--- src/rtl/scan_pkg.sv ---
// Shared types and helpers for the row-scan sequencer.
// next_enabled_row is only referenced when SCAN_SKIP_MASK_EN is defined.
package scan_pkg;

  typedef enum logic {
    IDLE = 1'b0,
    RUN  = 1'b1
  } scan_state_t;

  localparam int ROWS  = 8;
  localparam int SEL_W = 3;

  // Returns {found, index}: lowest enabled row above cur, else lowest enabled row overall.
  function automatic logic [SEL_W:0] next_enabled_row(input logic [SEL_W-1:0] cur,
                                                      input logic [ROWS-1:0]  mask);
    logic [SEL_W:0] res;
    logic [31:0]    idx;
    res = {1'b0, 3'd0};
    for (int i = ROWS - 1; i >= 0; i--) begin
      idx = i;
      if (mask[i]) begin
        res = {1'b1, idx[SEL_W-1:0]};
      end
    end
    for (int i = ROWS - 1; i >= 0; i--) begin
      idx = i;
      if (mask[i] && (i > int'(cur))) begin
        res = {1'b1, idx[SEL_W-1:0]};
      end
    end
    return res;
  endfunction

endpackage

--- src/rtl/scan_dwell_counter.sv ---
// Loadable down-counter timing the dwell on each row; expire flags a count of zero.
module scan_dwell_counter #(
  parameter int DIV_W = 8
) (
  input  logic             clk,
  input  logic             rst_n,
  input  logic             load,
  input  logic [DIV_W-1:0] val,
  input  logic             en,
  output logic             expire
);

  logic [DIV_W-1:0] cnt_r;

  // Load has priority over counting down.
  always_ff @(posedge clk or negedge rst_n) begin
    if (!rst_n) begin
      cnt_r <= {DIV_W{1'b0}};
    end else if (load) begin
      cnt_r <= val;
    end else if (en) begin
      cnt_r <= cnt_r - {{(DIV_W-1){1'b0}}, 1'b1};
    end else begin
      cnt_r <= cnt_r;
    end
  end

  assign expire = (cnt_r == {DIV_W{1'b0}});

endmodule

--- src/rtl/row_scan_sequencer.sv ---
// Row-select sequencer feeding the 3-to-8 decoder; steps rows with a programmable dwell.
// Optional SCAN_SKIP_MASK_EN adds row_mask so disabled rows are skipped.
module row_scan_sequencer
  import scan_pkg::*;
#(
  parameter int DIV_W = 8
) (
  input  logic             clk,
  input  logic             rst_n,
  input  logic             start,
  input  logic             stop,
  input  logic             single,
  input  logic [DIV_W-1:0] div,
`ifdef SCAN_SKIP_MASK_EN
  input  logic [ROWS-1:0]  row_mask,
`endif
  output logic             sel_a,
  output logic             sel_b,
  output logic             sel_c,
  output logic             row_valid,
  output logic             busy,
  output logic             pass_done
);

  scan_state_t      state_r;
  logic [SEL_W-1:0] row_r;
  logic             busy_r;
  logic             pass_done_r;

  logic             expire_s;
  logic             any_en_s;
  logic             wrap_s;
  logic [SEL_W-1:0] next_row_s;
  logic [SEL_W-1:0] first_row_s;
  logic             cnt_load_s;
  logic             cnt_en_s;
  logic             leave_s;
  logic [DIV_W-1:0] cnt_val_s;

`ifdef SCAN_SKIP_MASK_EN
  logic [SEL_W:0] nxt_f_s;
  logic [SEL_W:0] first_f_s;

  // Next/first enabled rows from the live mask; only consumed at dwell end or start.
  always_comb begin
    nxt_f_s     = next_enabled_row(row_r, row_mask);
    first_f_s   = next_enabled_row(3'd7, row_mask);
    any_en_s    = nxt_f_s[SEL_W];
    next_row_s  = nxt_f_s[SEL_W-1:0];
    first_row_s = first_f_s[SEL_W-1:0];
    wrap_s      = (nxt_f_s[SEL_W-1:0] <= row_r);
  end
`else
  // Without a mask every row is visited in order.
  always_comb begin
    any_en_s    = 1'b1;
    next_row_s  = row_r + 3'd1;
    first_row_s = 3'd0;
    wrap_s      = (row_r == 3'd7);
  end
`endif

  // Dwell counter control mirrors the FSM transitions below.
  always_comb begin
    leave_s  = 1'b0;
    cnt_load_s = 1'b0;
    cnt_en_s   = 1'b0;
    if (state_r == RUN) begin
      leave_s    = stop | (expire_s & (~any_en_s | (wrap_s & single)));
      cnt_load_s = stop | expire_s;
      cnt_en_s   = ~stop & ~expire_s;
    end else begin
      cnt_load_s = start & ~stop & any_en_s;
    end
    cnt_val_s = leave_s ? {DIV_W{1'b0}} : div;
  end

  scan_dwell_counter #(.DIV_W(DIV_W)) u_dwell (
    .clk    (clk),
    .rst_n  (rst_n),
    .load   (cnt_load_s),
    .val    (cnt_val_s),
    .en     (cnt_en_s),
    .expire (expire_s)
  );

  // Scan FSM with row register and registered status outputs.
  always_ff @(posedge clk or negedge rst_n) begin
    if (!rst_n) begin
      state_r     <= IDLE;
      row_r       <= 3'd0;
      busy_r      <= 1'b0;
      pass_done_r <= 1'b0;
    end else begin
      pass_done_r <= 1'b0;
      case (state_r)
        IDLE: begin
          if (start && !stop && any_en_s) begin
            state_r <= RUN;
            row_r   <= first_row_s;
            busy_r  <= 1'b1;
          end else begin
            state_r <= IDLE;
            row_r   <= 3'd0;
            busy_r  <= 1'b0;
          end
        end
        RUN: begin
          if (stop) begin
            state_r <= IDLE;
            row_r   <= 3'd0;
            busy_r  <= 1'b0;
          end else if (expire_s) begin
            if (!any_en_s) begin
              state_r <= IDLE;
              row_r   <= 3'd0;
              busy_r  <= 1'b0;
            end else if (wrap_s && single) begin
              state_r     <= IDLE;
              row_r       <= 3'd0;
              busy_r      <= 1'b0;
              pass_done_r <= 1'b1;
            end else begin
              row_r       <= next_row_s;
              pass_done_r <= wrap_s;
            end
          end else begin
            row_r <= row_r;
          end
        end
        default: begin
          state_r <= IDLE;
          row_r   <= 3'd0;
          busy_r  <= 1'b0;
        end
      endcase
    end
  end

  assign sel_a     = row_r[2];
  assign sel_b     = row_r[1];
  assign sel_c     = row_r[0];
  assign row_valid = busy_r;
  assign busy      = busy_r;
  assign pass_done = pass_done_r;

endmodule

--- config.mk ---
export PLATFORM = sky130hd
export DESIGN_NAME = row_scan_sequencer
export DESIGN_NICKNAME = d
export VERILOG_FILES = /design/src/rtl/scan_pkg.sv /design/src/rtl/scan_dwell_counter.sv /design/src/rtl/row_scan_sequencer.sv
export SDC_FILE = /design/constraint.sdc
export NUM_CORES = 1
export LEC_CHECK = 0
export CORE_ASPECT_RATIO = 1.5
export CORE_UTILIZATION = 47
export CTS_BUF_LIST = sky130_fd_sc_hd__clkbuf_4 sky130_fd_sc_hd__clkbuf_8
export CTS_CLUSTER_SIZE = 25
export DETAILED_ROUTE_END_ITERATION = 10
export GPL_ROUTABILITY_DRIVEN = 0
export PLACE_DENSITY = 0.81
export SETUP_SLACK_MARGIN = 0.5
export SYNTH_ARGS = -nofsm -noshare
export SYNTH_HDL_FRONTEND = slang
export SYNTH_SLANG_ARGS = --single-unit
--- constraint.sdc ---
create_clock -name clk -period 1.57 [get_ports clk]
set_input_delay 0.314 -clock clk [delete_from_list [all_inputs] [get_ports clk]]
set_output_delay 0.314 -clock clk [all_outputs]
set_load 0.03 [all_outputs]
# Word level (Yosys, flattened, before mapping)
# Cells that the tools add are included.
# op_classes
n_addsub,2
n_eq_ne,3
n_mux,23
bitwise,9
reduce_logical,6
# op_table
cell,n
two-way mux 8 bit,3
two-way mux 1 bit,14
two-way mux 3 bit,3
zero test 8 bit,1
subtractor 8 x 1 -> 8 bit (second input constant),1
inequality test 3 x 2 -> 1 bit (second input constant),2
case mux 3 bit (2 select lines),1
AND 1 bit,4
case mux 1 bit (2 select lines),2
adder 3 x 1 -> 3 bit (second input constant),1
== test 3 bit (second input constant),1
NOT 1 bit,3
logical AND 1 bit,2
bitwise OR 1 bit,2
AND reduction 2 bit,1
nonzero test 2 bit,1
zero test 1 bit,1
# totals
regBits,14
in_bits,13
out_inout_bits,6
wordCells,48

# Longest topological paths before layout
# logic_depth
depth_word,7
depth_mapped,6
mapped_depth_nobuf,6

# Cells and area by module
# A second synthesis with hierarchy kept.
# hier_totals
cells_unflattened,92
hier_area_um2,852.1
# by_module_without_submodules
module,instances,cells_per_inst,area_per_inst_um2,seq_area_each_um2
scan_dwell_counter,1,50,474.2,200.2
row_scan_sequencer,1,42,377.9,150.1

# Worst setup path before layout
# Ideal clock, no wire load.
# synth_path
path_kind,register to register
from,register u_dwell.cnt_r[0]
to,register u_dwell.cnt_r[0]
setup_time_ns,0.095
arrival_time_ns,1.613
required_time_ns,1.475
path_slack_ns,-0.139
path_stages_with_launch,7
path_buffers,0
period_less_slack_ns,1.709
path_cell_list,dfrtp_1 inv_1 ha_1 or3b_4 o41ai_4 o211ai_1 o31ai_1
# synth_between
elab_chain_len,6
elab_cells_between_ends,14
classes_between,add/sub: 1; mux: 6; bitwise: 5; reduce/logical: 2
# synth_lines
element,line,source
from (decl),scan_dwell_counter.sv:13,logic [DIV_W-1:0] cnt_r;
from (signal assigned),scan_dwell_counter.sv:18,cnt_r <= {DIV_W{1'b0}};
from (signal assigned),scan_dwell_counter.sv:20,cnt_r <= val;
from (signal assigned),scan_dwell_counter.sv:22,"cnt_r <= cnt_r - {{(DIV_W-1){1'b0}}, 1'b1};"
"parallel branches: the longest is 6 deep, another holds subtractor 8 x 1 -> 8 bit",-,
# Several ways; the timed one is not identified. The select of a mux whose other input is x is not followed.
# A chain may end at the register's enable or synchronous reset.

# Final worst setup path
# layout_path
from,register u_dwell.cnt_r[0]
to,register u_dwell.cnt_r[4]
# Same word-level chain as after synthesis.

==> results.md <==
| Parameter | Value | Unit |
|---|---|---|
| Worst slew margin relative to its limit | 73.25 | % |
| CP Launch Type | register | - |
| H-tree Lvls | 1 | - |
| Pin count of the biggest net entering global routing | 15 | - |
| Fin crit share | 111.8 | % |
| Worst path cell trace | inv_2 > ha_4 > or3b_4 > nor3_4 > nand4_1 > o311ai_1 | - |
| Data required time at the worst endpoint | 1.75 | ns |
| Post-synthesis cell type count | 41 | - |
| Number of instances in the synthesized netlist | 102 | - |
| Outcome | complete, but fails checks | - |
| CP max stage delay | 0.44 | ns |
| Setup repair after global routing missed its margin | yes | - |
| Top Family by Delay on Critical Path | simple AND/OR/NAND/NOR gates | - |
| Yosys warnings | 0 | - |
| Buffers from clock root to sink, at most | 2 | - |
| FF+latch count, synth | 14 | - |
| Power consumption | 1.486 | mW |
| Routed wire length | 3815 | um |
| Source-to-sink clock delay at the later pin of the worst-skew pair | 0.29 | ns |
| Final global-route overflow total | 0 | - |
| Mean instance size in the synthesized netlist | 9.335 | sq um |
| Number of non-filler instances in the completed layout | 174 | - |
| Post-detailed-route wirelength per cell | 21.93 | um |
| Ant. Diodes | 0 | - |
| Wire length of the first global-routing pass | 4899 | um |
| Cell at the root of the clock tree | clkbuf_4 | - |
| Count of pins over their slew limit | 0 | - |
| Hold_buf cts | 0 | - |
| # IOs | 19 | - |
| Cell total after placement | 165 | - |
| Post-route clock skew | 0.002670 | ns |
| Endpoint arrival time on the critical path | 1.94 | ns |
| Buf+Inv Stages, Crit Path | 1 | - |
| Cell area after synthesis | 952.2 | sq um |
| Count of final hold-check violations | 0 | - |
| Worst hold-check path type | input pin to async pin | - |
| Cell row count | 19 | - |
| Number of optimization iterations in the first detailed-route pass | 4 | - |
| Pwr Density | 912.0 | nW/um^2 |
| Total routing resource utilization after global routing | 31.05 | % |
| Leakage power | 0.6736 | nW |
| IR drop worst, VDD | 0.7774 | mV |
| Remaining antenna violation count | 0 | - |
| Number of flops mapped to enable cells by yosys | 0 | - |
| Area of the core region | 1878 | sq um |
| Violations in the final reports | setup timing | - |
| Die Ht | 57.13 | um |
| Ys async rst share | 100.0 | % |
| Seq/Total Area, Yosys | 36.79 | % |
| HPWL reported at the end of detailed placement | 2151 | um |
| Final layout net count | 171 | - |
| Most used flip-flop cell after synthesis | dfrtp_1 | - |
| Final worst setup slack | -0.1849 | ns |
| Avg Vias per Cell | 6.517 | - |
| Clock tree from TritonCTS | yes | - |
| Number of nets produced by synthesis | 119 | - |
| Crit-path max FO | 5 | - |
| Worst hold slack | 0.3278 | ns |
| Max stage delay cell, worst path | or3b_4 | - |
| CTS clock-pin slew for the worst setup and hold paths | 0.09 | ns |
| Measured slew at the worst slew-check pin | 0.4012 | ns |
| Final number of setup-violating endpoints | 13 | - |
| Kind of critical path | register to register | - |
| Clock sinks | 14 | - |
| Final min period | 1.755 | ns |
| Number of fillers in the final layout | 101 | - |
| Die W | 38.75 | um |
| CTS buffer count | 3 | - |
| Area growth, synth to finish | 71.09 | % |
| Number of antenna violations at the first check in global routing | 0 | - |
| Initial core utilization | 50.70 | % |
| Reg-to-Reg Start | u_dwell.cnt_r[0] | - |
| Crit path capture type | register | - |
| 1st-iter DRT viols | 49 | - |
| Timing startpoint of the critical path | u_dwell.cnt_r[0] | - |
| Via count | 1134 | - |
| Area of the die | 2214 | sq um |
| Maximum clock rate | 569.8 | MHz |
| DRC errors left | 0 | - |
| Ratio of cells with drive above 1 in the final layout | 50.33 | % |
| Vias in the first global route | 1076 | - |
| Total negative slack | -1.525 | ns |
| I/O Buffers | 18 | - |
| Max Cap Violations | 0 | - |
## cell usage after synthesis, types with 2 or more instances
library cell  instances  area (sq um)
a21oi_1              13         65.06
or2_2                 2         12.51
o21ai_0               2         10.01
o211ai_1              2         15.01
ha_1                  4         50.05
nor4_4                2         42.54
dfrtp_1              14         350.3
nor2_1                6         22.52
nand2b_1              2         12.51
nand4_1               2         12.51
inv_1                 4         15.01
or3_1                 2         12.51
nor2b_1               2         12.51
nand2_1              12         45.04
a211oi_1              3         22.52
nand3_1               5         25.02
## cells by family after synthesis
kind of cell             synth area share [%]
AO/OA/AOI/OAI                           25.36
AND/OR/NAND/NOR                         26.67
adder cells (fa/ha/maj)                 5.256
buffers and inverters                   4.861
flip-flops                              36.79
multiplexers                            1.051
## final timing paths
kind,slack (ns),to,cells past startpoint
setup reg to reg,-0.18,u_dwell.cnt_r[4],6
hold reg to reg,0.63,row_r[2],2
hold / removal,0.33,u_dwell.cnt_r[7],2
max in group asynchronous,1.04,row_r[1],2
setup / recovery,-0.18,u_dwell.cnt_r[4],6
min in group clk,0.59,u_dwell.cnt_r[3],3
## cell type report
type,instances,area (sq um),area share (%)
Sequential cell,14,352.8,21.66
Timing Repair Buffer,52,469.2,28.80
Inverter,4,15.01,0.9217
Clock buffer,4,36.28,2.227
Multi-Input combinational cell,79,729.5,44.78
Tap cell,21,26.28,1.613
## sequential cells by signal (all words and copies together) (netlist names)
register,count
busy,1
row_r,3
state_r,1
u_dwell.cnt_r,8
pass_done,1
## layer usage
layer	up-vias	part of all wire, %	global-route usage (%)
li1	486	-	-
met1	539	33	35.19
met2	79	52	56.67
met3	30	6.7	3.113
met4	0	7.9	10.84
met5	-	0	0
## power by group
group / leakage (nW) / switching (mW) / total (mW) / internal (mW)
clock network: 0.0210 / 0.132 / 0.273 / 0.141
registers: 0.175 / 0.0520 / 0.460 / 0.408
logic: 0.478 / 0.384 / 0.752 / 0.368
total: 0.674 / 0.569 / 1.49 / 0.917
## metrics by stage
| stage | setup WS [ns] | instance area [sq um] | utilization [%] |
|---|---|---|---|
| 2_1_floorplan | -0.09318 | 999.7 | - |
| 3_3_place_gp | -0.1800 | 1393 | 74.15 |
| 3_5_place_dp | -0.2674 | 1393 | 74.15 |
| 4_1_cts | -0.1192 | 1494 | 79.55 |
| 5_1_grt | -0.2778 | 1629 | 86.74 |
| 6_report | -0.1849 | 1629 | 86.74 |
## layout by cell type, fill, tap and decap left out, types with 2 or more instances in the layout
| master | n |
|---|---|
| buf_4 | 27 |
| buf_6 | 13 |
| dfrtp_1 | 12 |
| clkdlybuf4s50_1 | 12 |
| a21oi_1 | 11 |
| nand2_1 | 10 |
| nor2_1 | 6 |
| nand3_1 | 4 |
| ha_4 | 4 |
| a211oi_2 | 3 |
| clkbuf_4 | 3 |
| inv_2 | 2 |
| nor4_4 | 2 |
| nand2_2 | 2 |
| nand2b_1 | 2 |
| or3_4 | 2 |
| nor2b_1 | 2 |
| or2_2 | 2 |
| nand4_1 | 2 |
| inv_1 | 2 |
| o211ai_1 | 2 |
| dfrtp_2 | 2 |
## repair_timing
action | in CTS | in global routing
pin swaps | 6 | 17
hold endpoints to repair | 0 | 0
resized for setup | 53 | 19
setup buffers | 2 | 3
endpoints found under the setup margin | 20 | 20
No activity file was read; power rests on OpenSTA's default activity.
